--- config.mk ---
export PLATFORM = sky130hd
export DESIGN_NAME = cv32e40p_cdec_tmr_ctrl
export DESIGN_NICKNAME = d
export VERILOG_FILES = /design/src/rtl/cv32e40p_cdec_tmr_ctrl_pkg.sv /design/src/rtl/cv32e40p_cdec_tmr_ctrl_voter3.sv /design/src/rtl/cv32e40p_cdec_tmr_ctrl.sv
export SDC_FILE = /design/constraint.sdc
export NUM_CORES = 1
export LEC_CHECK = 0
export CAP_MARGIN = 25
export CORE_MARGIN = 8
export CORE_UTILIZATION = 56
export DETAILED_ROUTE_END_ITERATION = 10
export HOLD_SLACK_MARGIN = 0.08
export PLACE_DENSITY = 0.88
export SETUP_SLACK_MARGIN = 0.15
export SLEW_MARGIN = 5
export SYNTH_ARGS = -nofsm -noshare
export SYNTH_HDL_FRONTEND = slang
export SYNTH_HIERARCHICAL = 1
export SYNTH_SLANG_ARGS = --single-unit
--- constraint.sdc ---
create_clock -name clk -period 8.8 [get_ports clk]
set_clock_uncertainty 0.1 [all_clocks]
set_input_delay 1.32 -clock clk [delete_from_list [all_inputs] [get_ports clk]]
set_output_delay 1.32 -clock clk [all_outputs]
set_load 0.01 [all_outputs]
--- src/rtl/cv32e40p_cdec_tmr_ctrl_pkg.sv ---
// Types shared by the triplicated compressed-decoder controller and its voter.
// Holds the redundancy mode, the controller state and the per-replica result bundle.
// No ports; imported by cv32e40p_cdec_voter3 and cv32e40p_cdec_tmr_ctrl.
package cv32e40p_cdec_tmr_ctrl_pkg;

  typedef enum logic [1:0] {
    CDEC_MODE_TMR     = 2'd0,
    CDEC_MODE_DMR     = 2'd1,
    CDEC_MODE_SIMPLEX = 2'd2
  } cdec_mode_e;

  typedef enum logic {
    CDEC_ST_RUN   = 1'b0,
    CDEC_ST_RETRY = 1'b1
  } cdec_tmr_state_e;

  // One replica's decode result, compared and voted as a single 34-bit word.
  typedef struct packed {
    logic        illegal;
    logic        is_comp;
    logic [31:0] instr;
  } cdec_bundle_t;

  // Redundancy level follows the number of retired replicas, capped at simplex.
  function automatic cdec_mode_e cdec_mode_from_faulty(input logic [2:0] faulty);
    cdec_mode_e m;
    case (faulty)
      3'b000:                 m = CDEC_MODE_TMR;
      3'b001, 3'b010, 3'b100: m = CDEC_MODE_DMR;
      default:                m = CDEC_MODE_SIMPLEX;
    endcase
    return m;
  endfunction

endpackage

--- src/rtl/cv32e40p_cdec_tmr_ctrl_voter3.sv ---
// Combinational voter over three decoder replica bundles, restricted to the healthy ones.
// Ports: bundle[2:0] replica results, healthy[2:0] replicas allowed to vote;
//        voted result, mismatch[2:0] healthy replicas disagreeing, agree = result trustworthy.
module cv32e40p_cdec_voter3
  import cv32e40p_cdec_tmr_ctrl_pkg::*;
(
  input  cdec_bundle_t [2:0] bundle,
  input  logic         [2:0] healthy,
  output cdec_bundle_t       voted,
  output logic         [2:0] mismatch,
  output logic               agree
);

  logic [33:0] w0, w1, w2, maj;
  logic [1:0]  lo, hi;

  always_comb begin
    w0       = bundle[0];
    w1       = bundle[1];
    w2       = bundle[2];
    maj      = (w0 & w1) | (w1 & w2) | (w0 & w2);
    voted    = bundle[0];
    mismatch = 3'b000;
    agree    = 1'b1;
    lo       = 2'd0;
    hi       = 2'd1;
    case (healthy)
      3'b111: begin
        voted    = cdec_bundle_t'(maj);
        mismatch = {w2 != maj, w1 != maj, w0 != maj};
        // A bitwise majority exists always, but it is only a real vote
        // when at least two replicas produced the identical bundle.
        agree    = (w0 == w1) || (w1 == w2) || (w0 == w2);
      end
      3'b011, 3'b101, 3'b110: begin
        lo           = healthy[0] ? 2'd0 : 2'd1;
        hi           = healthy[2] ? 2'd2 : 2'd1;
        voted        = bundle[lo];
        agree        = (bundle[lo] == bundle[hi]);
        mismatch[lo] = !agree;
        mismatch[hi] = !agree;
      end
      3'b010:  voted = bundle[1];
      3'b100:  voted = bundle[2];
      default: voted = bundle[0];
    endcase
  end

endmodule

--- src/rtl/cv32e40p_cdec_tmr_ctrl.sv ---
// TMR controller for three compressed-decoder replicas: votes, retires faulty replicas, retries.
// Latency 1 cycle on agreement (plus retry cycles); full throughput when out_ready_i is held high.
// Backpressure: in_ready_o drops while the result is stalled or a retry is running.
// Ports: in_valid_i/in_ready_o/instr_i fetch side; dec_instr_o drives replicas, dec_*_i their results;
//        out_valid_o/out_ready_i/instr_o/is_compressed_o/illegal_instr_o/uncorrectable_o ID side;
//        faulty_o, mode_o health status; clear_i restores TMR.
// Optional: CDEC_TMR_STATS_EN adds corr_cnt_o/uncorr_cnt_o event counters.
module cv32e40p_cdec_tmr_ctrl
  import cv32e40p_cdec_tmr_ctrl_pkg::*;
#(
  parameter int unsigned CNT_W        = 4,
  parameter int unsigned FAULT_THRESH = 8,
  parameter int unsigned RETRY_MAX    = 2
) (
  input  logic            clk,
  input  logic            rst,
  input  logic            in_valid_i,
  output logic            in_ready_o,
  input  logic [31:0]     instr_i,
  output logic [31:0]     dec_instr_o,
  input  logic [2:0][31:0] dec_instr_i,
  input  logic [2:0]      dec_is_comp_i,
  input  logic [2:0]      dec_illegal_i,
  output logic            out_valid_o,
  input  logic            out_ready_i,
  output logic [31:0]     instr_o,
  output logic            is_compressed_o,
  output logic            illegal_instr_o,
  output logic            uncorrectable_o,
  output logic [2:0]      faulty_o,
  output logic [1:0]      mode_o,
  input  logic            clear_i
`ifdef CDEC_TMR_STATS_EN
  ,
  output logic [15:0]     corr_cnt_o,
  output logic [15:0]     uncorr_cnt_o
`endif
);

  localparam int unsigned      RW          = (RETRY_MAX > 1) ? $clog2(RETRY_MAX + 1) : 1;
  localparam logic [RW-1:0]    RETRY_MAX_W = RW'(RETRY_MAX);
  localparam logic [RW-1:0]    RETRY_LAST  = (RETRY_MAX > 0) ? RW'(RETRY_MAX - 1) : '0;
  localparam logic [CNT_W-1:0] CNT_MAX     = '1;
  localparam logic [CNT_W-1:0] THRESH      = CNT_W'(FAULT_THRESH);

  cdec_tmr_state_e         state_q, state_d;
  logic [RW-1:0]           retry_cnt_q, retry_cnt_d;
  logic [31:0]             hold_q;
  logic [2:0]              word_healthy_q;
  logic [2:0]              faulty_q;
  logic [2:0][CNT_W-1:0]   cnt_q;
  logic [2:0]              cnt_upd, fault_set;

  cdec_bundle_t [2:0]      bundle;
  cdec_bundle_t            voted;
  logic [2:0]              mismatch;
  logic [2:0]              eval_healthy;
  logic                    agree, tmr_eval, out_free, accept;
  logic                    eval_en, load, load_uncorr, done;

  assign out_free    = !out_valid_o || out_ready_i;
  assign in_ready_o  = (state_q != CDEC_ST_RETRY) && out_free;
  assign accept      = in_valid_i && in_ready_o;
  assign dec_instr_o = (state_q == CDEC_ST_RETRY) ? hold_q : instr_i;
  assign faulty_o    = faulty_q;
  assign mode_o      = cdec_mode_from_faulty(faulty_q);

  // A retried word keeps the replica set it was accepted with, so a fault
  // flag raised mid-retry only affects the next accepted word.
  assign eval_healthy = (state_q == CDEC_ST_RETRY) ? word_healthy_q : ~faulty_q;
  assign tmr_eval     = &eval_healthy;

  always_comb begin
    for (int k = 0; k < 3; k++) begin
      bundle[k] = {dec_illegal_i[k], dec_is_comp_i[k], dec_instr_i[k]};
    end
  end

  cv32e40p_cdec_voter3 u_voter (
    .bundle   (bundle),
    .healthy  (eval_healthy),
    .voted    (voted),
    .mismatch (mismatch),
    .agree    (agree)
  );

  always_comb begin
    state_d     = state_q;
    retry_cnt_d = retry_cnt_q;
    eval_en     = 1'b0;
    load        = 1'b0;
    load_uncorr = 1'b0;
    done        = 1'b0;
    case (state_q)
      CDEC_ST_RUN: begin
        if (accept) begin
          eval_en = 1'b1;
          if (agree) begin
            load = 1'b1;
          end else begin
            state_d     = CDEC_ST_RETRY;
            retry_cnt_d = '0;
          end
        end
      end
      CDEC_ST_RETRY: begin
        done = agree || (retry_cnt_q >= RETRY_LAST);
        // Evaluations repeated only because the output is stalled must not
        // be counted again against the replicas.
        eval_en = (retry_cnt_q < RETRY_MAX_W) && (!done || out_free);
        if (done) begin
          if (out_free) begin
            load        = 1'b1;
            load_uncorr = !agree;
            state_d     = CDEC_ST_RUN;
            retry_cnt_d = '0;
          end else if (!agree) begin
            retry_cnt_d = RETRY_MAX_W;
          end
        end else begin
          retry_cnt_d = retry_cnt_q + RW'(1);
        end
      end
      default: state_d = CDEC_ST_RUN;
    endcase
  end

  // Mismatch counters only run under full TMR; DMR cannot tell which side is wrong.
  always_comb begin
    for (int k = 0; k < 3; k++) begin
      cnt_upd[k]   = eval_en && tmr_eval && mismatch[k] && (cnt_q[k] != CNT_MAX);
      fault_set[k] = cnt_upd[k] && ((cnt_q[k] + CNT_W'(1)) >= THRESH);
    end
  end

  always_ff @(posedge clk) begin
    if (rst) begin
      state_q        <= CDEC_ST_RUN;
      retry_cnt_q    <= '0;
      hold_q         <= '0;
      word_healthy_q <= '0;
    end else begin
      state_q     <= state_d;
      retry_cnt_q <= retry_cnt_d;
      if (accept) begin
        hold_q         <= instr_i;
        word_healthy_q <= ~faulty_q;
      end
    end
  end

  always_ff @(posedge clk) begin
    if (rst || clear_i) begin
      cnt_q    <= '0;
      faulty_q <= '0;
    end else begin
      for (int k = 0; k < 3; k++) begin
        if (cnt_upd[k]) begin
          cnt_q[k] <= cnt_q[k] + CNT_W'(1);
        end
      end
      faulty_q <= faulty_q | fault_set;
    end
  end

  always_ff @(posedge clk) begin
    if (rst) begin
      out_valid_o     <= 1'b0;
      instr_o         <= '0;
      is_compressed_o <= 1'b0;
      illegal_instr_o <= 1'b0;
      uncorrectable_o <= 1'b0;
    end else if (load) begin
      out_valid_o     <= 1'b1;
      instr_o         <= voted.instr;
      is_compressed_o <= voted.is_comp;
      illegal_instr_o <= voted.illegal | load_uncorr;
      uncorrectable_o <= load_uncorr;
    end else if (out_ready_i) begin
      out_valid_o <= 1'b0;
    end
  end

`ifdef CDEC_TMR_STATS_EN
  // A word that went through retry had a disagreement even if the final
  // evaluation agreed, so it counts as corrected.
  logic corr_evt, uncorr_evt;
  assign corr_evt   = load && !load_uncorr && ((|mismatch) || (state_q == CDEC_ST_RETRY));
  assign uncorr_evt = load && load_uncorr;

  always_ff @(posedge clk) begin
    if (rst || clear_i) begin
      corr_cnt_o   <= '0;
      uncorr_cnt_o <= '0;
    end else begin
      if (corr_evt && (corr_cnt_o != 16'hFFFF)) begin
        corr_cnt_o <= corr_cnt_o + 16'd1;
      end
      if (uncorr_evt && (uncorr_cnt_o != 16'hFFFF)) begin
        uncorr_cnt_o <= uncorr_cnt_o + 16'd1;
      end
    end
  end
`endif

endmodule

==> results of run 1 <==
## power groups by stage
stage	Combinational (uW)	Sequential, uW	Clock (uW)
after floorplan	924	617	0
after global placement	1530	612	0
after detailed placement	1570	616	0
after CTS	1580	609	416
after global routing	1740	626	437
final	1640	612	415
## synthesized netlist by cell type (all sizes together), types with 2 or more instances
master,number,area [um^2]
nor3,39,195.2
mux2,32,360.4
nand2b,8,57.55
or2,2,12.51
a31oi,7,43.79
o21ai,37,200.2
a21oi,101,528.0
nand3,23,127.6
ha,106,1326
nand4,28,175.2
a31o,3,26.28
a21o,9,67.56
clkbuf,38,142.6
a21boi,2,15.02
o21a,2,15.01
inv,41,153.9
or4,4,33.78
xor2,90,788.3
buf,33,191.4
a222oi,17,170.2
o221ai,10,87.58
and4,4,35.03
mux2i,28,292.8
a22oi,16,120.1
nor4,51,325.3
nor3b,2,15.01
nor2b,11,73.82
o41ai,2,17.52
and2,3,18.77
xnor2,93,814.5
nand2,185,694.4
nor2,33,123.9
and3,4,25.02
a41oi,2,17.52
a2111oi,2,17.52
a211oi,10,95.09
dfxtp,89,1782
o22ai,18,112.6
## cell families after synthesis
logic type / synth area share [%]
simple gates: 20.62
compound gates: 17.09
xor+xnor: 17.06
buf+inv: 5.194
fa+ha+maj: 14.12
flops: 18.97
mux: 6.953
## layout make-up
type	count	share of cell area (%)
timing repair buffer	227	18.92
clock buffer	10	1.918
inverter	41	1.289
tap	220	2.306
sequential	89	14.93
multi-input combinational	995	59.88
clock inverter	6	0.7546
## worst reg2reg max path, stage by stage (launching register included)
cell,delay [ns]
dfxtp_2,0.94
inv_1,0.36
a21oi_4,0.69
buf_4,0.53
nand2_1,0.23
a211oi_1,0.26
nor4_1,0.08
nor4_1,0.55
a21boi_1,0.30
o211ai_1,0.12
a31oi_1,0.65
o21ai_1,0.26
a21o_1,0.46
buf_8,0.27
nor3b_1,0.20
nor3_1,0.07
## through the flow
stage	cells	utilization, %	worst slack [ns]
floorplan	1196	-	4.951
global placement	1567	70.17	2.880
detailed placement	1569	70.40	2.762
CTS	1585	72.34	2.728
global route	1588	72.51	2.194
finish	1588	72.51	2.588
## worst max path at each step
stage | start | to | slack (ns) | cells past startpoint
3_3_place_gp | state_q | illegal_instr_o | 2.88 | 14
5_1_grt | state_q | illegal_instr_o | 2.19 | 15
3_5_place_dp | state_q | illegal_instr_o | 2.76 | 14
6_report | state_q | illegal_instr_o | 2.59 | 15
4_1_cts | state_q | illegal_instr_o | 2.73 | 14
2_1_floorplan | dec_instr_i[28] | instr_o[10] | 4.95 | 15
## placed cells by master (no fill, tap or decap), types with 10 or more instances in the layout
cell             count
clkdlybuf4s50_1    211
nand2_1            185
ha_1               106
a21oi_1             95
xnor2_1             93
xor2_1              90
dfxtp_1             88
nor4_1              50
inv_1               39
nor3_1              39
nor2_1              33
mux2_2              32
o21ai_0             32
nand4_1             28
mux2i_1             27
nand3_1             22
o22ai_1             18
a222oi_1            17
a22oi_1             16
buf_4               11
o221ai_1            10
## routing by layer
layer	vias to the layer above	GRT usage, %	share of wire [%]
met1	4865	43.62	39
met4	2	18.27	5.2
li1	4659	-	-
met3	119	8.769	11
met2	699	55.44	45
met5	-	0	0.033
## flip-flops by register name, summed over array words and instances (netlist names)
register         flops
hold_q              32
instr_o             32
cnt_q               12
faulty_o             3
word_healthy_q       3
retry_cnt_q          2
illegal_instr_o      1
is_compressed_o      1
out_valid_o          1
state_q              1
uncorrectable_o      1
==> impl_metrics.py, run 1 <==
metrics = {
    "clock_tree": {
        "post_cts_buffers": 0,
        "cts_max_path_buffers": 2,
        "cts_root_buf": "clkbuf_16",
        "insertion_delay_ns": 0.34,
        "holdBufCountCts": 0,
        "cts.clk_slew.worst_paths_ns": 0.06,
        "cts_tree": "done",
        "numCtsBuffers": 9,
        "cts_resized": 0,
        "cts_sinks": 89,
        "htree_levels": 3,
    },
    "logic_synthesis": {
        "ys.flop_type": "dfxtp_1",
        "synth_edf_count": 0,
        "syn_inst": 1196,
        "ys_ff_latch": 89,
        "synth-async-reset-ratio_pct": 0,
        "yosysSeqAreaShare_pct": 18.97,
        "yosysWarningCount": 6,
        "syn-num-nets": 1441,
        "syn_area_um2": 9394,
        "ys_types": 67,
        "synth.avg_cell_area_um2": 7.855,
    },
    "power": {
        "p_int_uw": 1446,
        "p_seq_share_pct": 23.0,
        "combPwrFrac_pct": 61.5,
        "p_leak_uw": 0.004781,
        "peakVddDrop_v": 0.0002216,
        "powerDensity_nw_per_um2": 223.2,
        "power_uw": 2665,
        "switching_share_pct": 45.74,
        "power_frac_clock_pct": 15.6,
        "netSwitchingPower_uw": 1219,
    },
    "critical_path": {
        "r2r-end": "illegal_instr_o",
        "critPathBufInv": 3,
        "critPathCaptureType": "flip-flop",
        "crit_path_top_delay_cell": "dfxtp_2",
        "critPathMostFrequentCell": "nor4_1",
        "crit_required_ns": 8.89,
        "max_stage_delay_ns": 0.94,
        "r2r_start": "state_q",
        "critPathTopFamily": "compound AO/OA/AOI/OAI gates",
        "r2r_slack_ns": 2.59,
        "rr_worst_depth": 15,
        "cp_max_fo": 44,
        "worstSetupPathType": "flip-flop to flip-flop",
        "path_cells": "inv_1, a21oi_4, buf_4, nand2_1, a211oi_1, nor4_1, nor4_1, a21boi_1, o211ai_1, a31oi_1, o21ai_1, a21o_1, buf_8, nor3b_1, nor3_1",
        "crit_path_start_kind": "flip-flop",
        "critPathArrivalTime_ns": 6.30,
    },
    "placement": {
        "placed_area_um2": 11590,
        "io_buffers": 212,
        "dp_hpwl_mm": 29.75,
        "globalplace.congestion": 1.032,
    },
    "final_layout": {
        "nets": 1608,
        "n_antenna_cell": 0,
        "multi_input_area_um2": 7149,
        "layout-drive-gt1-share_pct": 6.506,
        "fill_cells": 1308,
        "regArea_um2": 1783,
        "fin_area_um2": 11940,
        "area_delta_synth_final_pct": 27.09,
    },
    "routing": {
        "drtIter0Drc": 1180,
        "first_pass_iters": 7,
        "vias_per_cell": 6.514,
        "wl_per_cell_um": 24.51,
        "drt-total-wl_mm": 38.92,
        "ant_nets": 0,
        "post-route-drc-count": 0,
        "vias": 10344,
    },
    "timing": {
        "relSlewSlack_pct": 30.21,
        "fin_crit_sh_pct": 70.59,
        "rsz0062_at_grt": "no",
        "final-setup-viol-count": 0,
        "min_period_ns": 6.212,
        "fmax_mhz": 161.0,
        "worst_pin_slew_ns": 1.042,
        "drv_slew": 0,
        "hold_viol": 0,
        "hold_ws_ns": 0.3555,
        "finalSetupTns_ns": 0,
    },
    "global_routing": {
        "gr-total-overflow": 0,
        "grt_pass1_vias": 10223,
        "grt_pass1_wl_mm": 59.35,
        "grt_antenna_before_repair": 2,
        "grt_usage_pct": 35.18,
        "grt_max_degree": 77,
    },
    "floorplan": {
        "io_pins": 213,
        "start_util_pct": 57.05,
        "core_area_um2": 16470,
        "die_h_um": 145.5,
        "num_rows": 47,
        "die_area_um2": 21180,
        "die_w_um": 145.5,
    },
    "hold_path": {
        "hold_end": "hold_q[5]",
        "min_path_cells": 2,
        "min_path_type": "flip-flop to flip-flop",
        "worstHoldStart": "hold_q[5]",
    },
    "flow_run": {
        "drv_cap": 0,
    },
    "status": {
        "status": "complete, no violations",
    },
}
No activity file was read; power rests on OpenSTA's default activity.
==> inputs of run 2 (changes only) <==
- CORE_UTILIZATION: 56 -> 52
- PLACE_DENSITY: 0.88 -> 0.82
- clock period: 8.8 -> 6.1 ns (I/O delays scaled with it)
==> run 2 against run 1 <==
  * Maximum frequency up 27%
  * Sequential power up 40%
  * Critical path depth up 1
  * Setup slack worse by 1.4 ns
  * Final cell count up 0.88%
  * Non-clock buffer count up 5
  * Power up 43%
  * Via count down 1.4%
  * Die area up 6.8%
  * Sequential cell count unchanged
  * Register-to-register slack worse by 1.4 ns
==> impl_metrics.py, run 2 (synthesis gave the netlist of run 1 again) <==
metrics = {
    "final_layout": {
        "area_delta_synth_final_pct": 27.46,
        "n_antenna_cell": 0,
        "layout_commonest_cell": "clkdlybuf4s50_1",
        "layout-drive-gt1-share_pct": 6.773,
        "largestRegisters": "hold_q: 32 flops, instr_o: 32 flops, cnt_q: 12 flops",
        "final_cell_mix": "clkdlybuf4s50_1 (211), nand2_1 (185), ha_1 (106), a21oi_1 (95), xnor2_1 (93)",
        "fin_util_pct": 67.12,
        "fill_cells": 1484,
        "nets": 1613,
    },
    "power": {
        "peakVddDrop_v": 0.0002778,
        "power_uw": 3809,
        "p_leak_uw": 0.004803,
        "powerDensity_nw_per_um2": 318.1,
    },
    "floorplan": {
        "die_h_um": 150.4,
        "num_rows": 49,
        "die_w_um": 150.4,
        "io_pins": 213,
        "core_area_um2": 17840,
        "start_util_pct": 52.65,
        "die_area_um2": 22620,
    },
    "clock_tree": {
        "htree_levels": 3,
        "cts.clk_slew.worst_paths_ns": 0.06,
        "post_cts_buffers": 0,
        "numCtsBuffers": 9,
        "cts_max_path_buffers": 2,
        "cts_root_buf": "clkbuf_16",
        "cts_tree": "done",
        "insertion_delay_ns": 0.34,
        "cts_sinks": 89,
        "holdBufCountCts": 0,
        "cts_resized": 0,
    },
    "routing": {
        "vias_per_cell": 6.365,
        "wl_met1_mm": 14.50,
        "wl_per_cell_um": 22.87,
        "vias": 10196,
        "post-route-drc-count": 0,
        "first_pass_iters": 9,
        "wl_met2_mm": 16.16,
        "top_layer": "met4",
        "drtIter0Drc": 1380,
        "drt-total-wl_mm": 36.64,
        "ant_nets": 0,
        "wl_met3_mm": 4.275,
    },
    "global_routing": {
        "grt_max_degree": 77,
        "grt_pass1_wl_mm": 54.62,
        "grt_usage_pct": 31.01,
        "gr-total-overflow": 0,
        "grt_antenna_before_repair": 0,
        "grt_pass1_vias": 9643,
    },
    "timing": {
        "fin_crit_sh_pct": 80.46,
        "rsz0062_at_grt": "no",
        "min_period_ns": 4.908,
        "final-setup-viol-count": 0,
        "hold_viol": 0,
        "relSlewSlack_pct": 28.30,
        "finalSetupTns_ns": 0,
        "worst_pin_slew_ns": 1.067,
        "hold_ws_ns": 0.3531,
        "fmax_mhz": 203.7,
        "fin_ws_ns": 1.192,
        "drv_slew": 0,
    },
    "critical_path": {
        "crit_required_ns": 6.19,
        "r2r_start": "state_q",
        "critPathBufInv": 4,
        "critPathCaptureType": "flip-flop",
        "worstSetupPathType": "flip-flop to flip-flop",
        "path_cells": "inv_1, nor2_1, a21oi_4, buf_4, buf_4, o21ai_0, nor4_2, nand4_1, a31oi_1, o211ai_1, a31oi_1, o21ai_1, a21o_1, buf_8, nand2_1, a21oi_1",
        "crit_path_start_kind": "flip-flop",
        "critPathArrivalTime_ns": 4.99,
        "crit_path_top_delay_cell": "a31oi_1",
        "cp-startpoint": "state_q",
        "critPathTopFamily": "compound AO/OA/AOI/OAI gates",
        "max_stage_delay_ns": 0.60,
        "cp_max_fo": 41,
    },
    "placement": {
        "globalplace.congestion": 1.130,
        "dp_hpwl_mm": 28.52,
        "io_buffers": 212,
        "place_ws_ns": 0.9199,
    },
    "flow_run": {
        "drv_cap": 0,
    },
    "hold_path": {
        "worstHoldStart": "instr_o[14]",
        "min_path_type": "flip-flop to flip-flop",
    },
    "status": {
        "status": "complete, no violations",
    },
}
-- run 2: changes by cell type in the layout (fill, tap and decap cells not counted), sizes merged --
cell,change
clkinvlp,-1
buf,+5
inv,-2
clkinv,+3
-- run 2: cell type report --
type / count / area, um^2 / area share [%]
clock buffer: 10 / 239.0 / 1.996
clock inverter: 6 / 91.34 / 0.7628
multi-input combinational: 995 / 7147 / 59.69
timing repair buffer: 232 / 2275 / 19.00
sequential: 89 / 1782 / 14.88
inverter: 41 / 153.9 / 1.285
tap: 229 / 286.5 / 2.393
-- run 2: worst paths after layout --
path | slack (ns) | to | cells after the start
setup / recovery | 1.19 | is_compressed_o | 16
hold / removal | 0.35 | instr_o[14] | 2
setup reg to reg | 1.19 | is_compressed_o | 16
hold reg to reg | 0.35 | instr_o[14] | 2
-- run 2: power breakdown --
| part | total, uW | switching [uW] | internal (uW) |
|---|---|---|---|
| Sequential | 854 | 104 | 750 |
| Combinational | 2360 | 1380 | 975 |
| Clock | 599 | 228 | 371 |
-- run 2: through the flow --
step	instance area (um^2)	instances
after floorplan	9394	1196
after global placement	11620	1584
after detailed placement	11620	1584
after CTS	11950	1600
after global routing	11970	1602
final	11970	1602
-- run 2: layer usage --
layer / up-vias / track usage [%]
met5: - / 0
met4: 0 / 13.74
met3: 122 / 6.432
met2: 679 / 48.48
met1: 4724 / 40.38
li1: 4671 / -
-- run 2: tightest hold or removal path: stages (launching register included) --
cell     delay, ns
dfxtp_1       0.31
nand2_1       0.05
a21oi_1       0.05
==> inputs of run 3 (changes only) <==
- CORE_UTILIZATION: 52 -> 47
- PLACE_DENSITY: 0.82 -> 0.78
- clock period: 6.1 -> 4.1 ns (I/O delays scaled with it)
==> run 3 against run 2 <==
  * Clock-buffer cell count increased by 1
  * Clock power increased by 42%
  * Sequential share of layout area decreased by 1.4 points
  * Die area increased by 9.5%
  * Critical endpoint is now cnt_q[6]
  * Combinational power rose by 68%
  * Critical path type is now input port to flip-flop
  * Highest routed layer unchanged
==> impl_metrics.py, run 3 (synthesis gave the netlist of run 1 again) <==
metrics = {
    "floorplan": {
        "num_rows": 51,
        "core_area_um2": 19530,
        "die_h_um": 157.4,
        "die_w_um": 157.4,
        "die_area_um2": 24770,
        "start_util_pct": 48.11,
        "io_pins": 213,
    },
    "power": {
        "p_seq_share_pct": 20.9,
        "peakVddDrop_v": 0.0004604,
        "netSwitchingPower_uw": 2740,
        "p_leak_uw": 0.005575,
        "power_uw": 6092,
        "p_int_uw": 3352,
        "power_frac_clock_pct": 14.0,
        "powerDensity_nw_per_um2": 459.0,
        "combPwrFrac_pct": 65.1,
        "switching_share_pct": 44.98,
    },
    "clock_tree": {
        "cts_sinks": 89,
        "cts_tree": "done",
        "insertion_delay_ns": 0.34,
        "cts_max_path_buffers": 2,
        "cts.clk_slew.worst_paths_ns": 0.06,
        "numCtsBuffers": 9,
        "cts_root_buf": "clkbuf_16",
        "htree_levels": 3,
    },
    "final_layout": {
        "layout_commonest_cell": "clkdlybuf4s50_1",
        "n_antenna_cell": 0,
        "nets": 1742,
        "area_delta_synth_final_pct": 41.28,
        "final_cell_mix": "clkdlybuf4s50_1 (202), nand2_1 (184), buf_4 (138), ha_1 (105), a21oi_1 (94)",
        "layout-drive-gt1-share_pct": 16.38,
        "largestRegisters": "hold_q: 32 flops, instr_o: 32 flops, cnt_q: 12 flops",
        "fin_util_pct": 67.97,
        "fin_area_um2": 13270,
        "stdcell_count": 1767,
        "fill_cells": 1682,
    },
    "critical_path": {
        "r2r-end": "instr_o[5]",
        "path_cells": "clkdlybuf4s50_1, xor2_1, nor4_1, a31oi_1, nor3_2, o211a_1, a211oi_1, buf_4, nand4_1, a211oi_2, xnor2_1, nor2_1",
        "rr_worst_depth": 18,
        "max_stage_delay_ns": 0.72,
        "cp_max_fo": 7,
        "r2r_start": "state_q",
        "critPathCaptureType": "flip-flop",
        "r2r_slack_ns": 0.31,
        "crit_path_start_kind": "input port",
        "crit_required_ns": 4.22,
        "crit_path_top_delay_cell": "clkdlybuf4s50_1",
        "critPathBufInv": 2,
        "cp_num_cells": 12,
        "critPathTopFamily": "compound AO/OA/AOI/OAI gates",
        "worstSetupPathType": "input port to flip-flop",
        "critPathArrivalTime_ns": 3.93,
    },
    "global_routing": {
        "grt_pass1_wl_mm": 60.24,
        "grt_usage_pct": 31.64,
        "gr-total-overflow": 0,
        "grt_antenna_before_repair": 0,
        "grt_pass1_vias": 10171,
        "grt_max_degree": 67,
    },
    "routing": {
        "wl_per_cell_um": 23.27,
        "ant_nets": 0,
        "post-route-drc-count": 0,
        "drtIter0Drc": 1089,
        "first_pass_iters": 5,
        "vias_per_cell": 6.011,
        "drt-total-wl_mm": 41.11,
        "vias": 10622,
    },
    "placement": {
        "placed_area_um2": 12600,
        "dp_hpwl_mm": 32.11,
        "io_buffers": 212,
        "globalplace.congestion": 1.012,
        "dp_cells": 1739,
        "place_ws_ns": -0.2826,
    },
    "timing": {
        "relSlewSlack_pct": 36.94,
        "hold_viol": 0,
        "min_period_ns": 3.805,
        "final-setup-viol-count": 0,
        "fmax_mhz": 262.8,
        "rsz0062_at_grt": "no",
        "fin_crit_sh_pct": 92.80,
        "drv_slew": 0,
        "fin_ws_ns": 0.2952,
        "worst_pin_slew_ns": 0.9425,
    },
    "hold_path": {
        "hold_end": "hold_q[3]",
        "min_path_type": "flip-flop to flip-flop",
        "worstHoldStart": "hold_q[3]",
        "min_path_cells": 2,
    },
    "status": {
        "status": "complete, no violations",
    },
    "flow_run": {
        "drv_cap": 0,
    },
}
==> run 3: power by group through the flow <==
| stage | clock (uW) | combinational [uW] | sequential, uW |
|---|---|---|---|
| 3_3_place_gp | 0 | 3640 | 1280 |
| 4_1_cts | 866 | 3690 | 1270 |
| 2_1_floorplan | 0 | 1980 | 1320 |
| 5_1_grt | 902 | 4210 | 1300 |
| 3_5_place_dp | 0 | 3670 | 1280 |
| 6_report | 850 | 3970 | 1270 |
==> run 3: per-layer routing <==
layer  up-vias  routed length [um]  track usage (%)  share of wire [%]
met5         -                   0                0                  0
met4         0                1927            13.64                4.7
met3       106                4120            6.965                 10
met2       562               18630            50.77                 45
met1      5033               16440            40.03                 40
li1       4921                   -                -                  -
==> run 3: worst reg2reg max path, delay by kind of cell (launching register included) <==
kind / cells / cell delay [ns]
xor+xnor: 1 / 0.23
simple gates: 4 / 0.82
compound gates: 7 / 1.16
flops: 1 / 0.35
mux: 1 / 0.24
buf+inv: 5 / 0.82
==> run 3: timing repair <==
action,4_1_cts,5_1_grt
gates resized for setup,2,49
hold buffers,0,0
setup buffers,0,6
endpoints found under the setup margin,50,53
cloned,0,6
pin swaps,0,6
==> run 3: worst max-delay path by stage <==
stage | startpoint | to | slack (ns)
CTS | state_q | instr_o[22] | 0.17
global route | state_q | instr_o[8] | 0.12
global placement | dec_instr_i[56] | instr_o[31] | -0.32
floorplan | state_q | instr_o[10] | 0.63
detailed placement | dec_instr_i[56] | instr_o[25] | -0.28
finish | dec_instr_i[44] | cnt_q[6] | 0.30
==> run 3: per-stage QoR <==
stage          TNS, ns  hold slack (ns)
3_5_place_dp    -12.29           0.3453
3_3_place_gp    -15.21           0.3384
5_1_grt              0           0.3705
6_report             0           0.3521
2_1_floorplan        0           0.3329
4_1_cts              0           0.3552
==> run 3: cell type report <==
cell class,count,area (um^2),area share (%)
Multi-Input combinational cell,995,7296,54.97
Timing Repair Buffer,361,3385,25.50
Sequential cell,89,1783,13.43
Tap cell,265,331.6,2.498
Clock buffer,11,252.7,1.904
Inverter,41,161.4,1.216
Clock inverter,5,62.56,0.4714
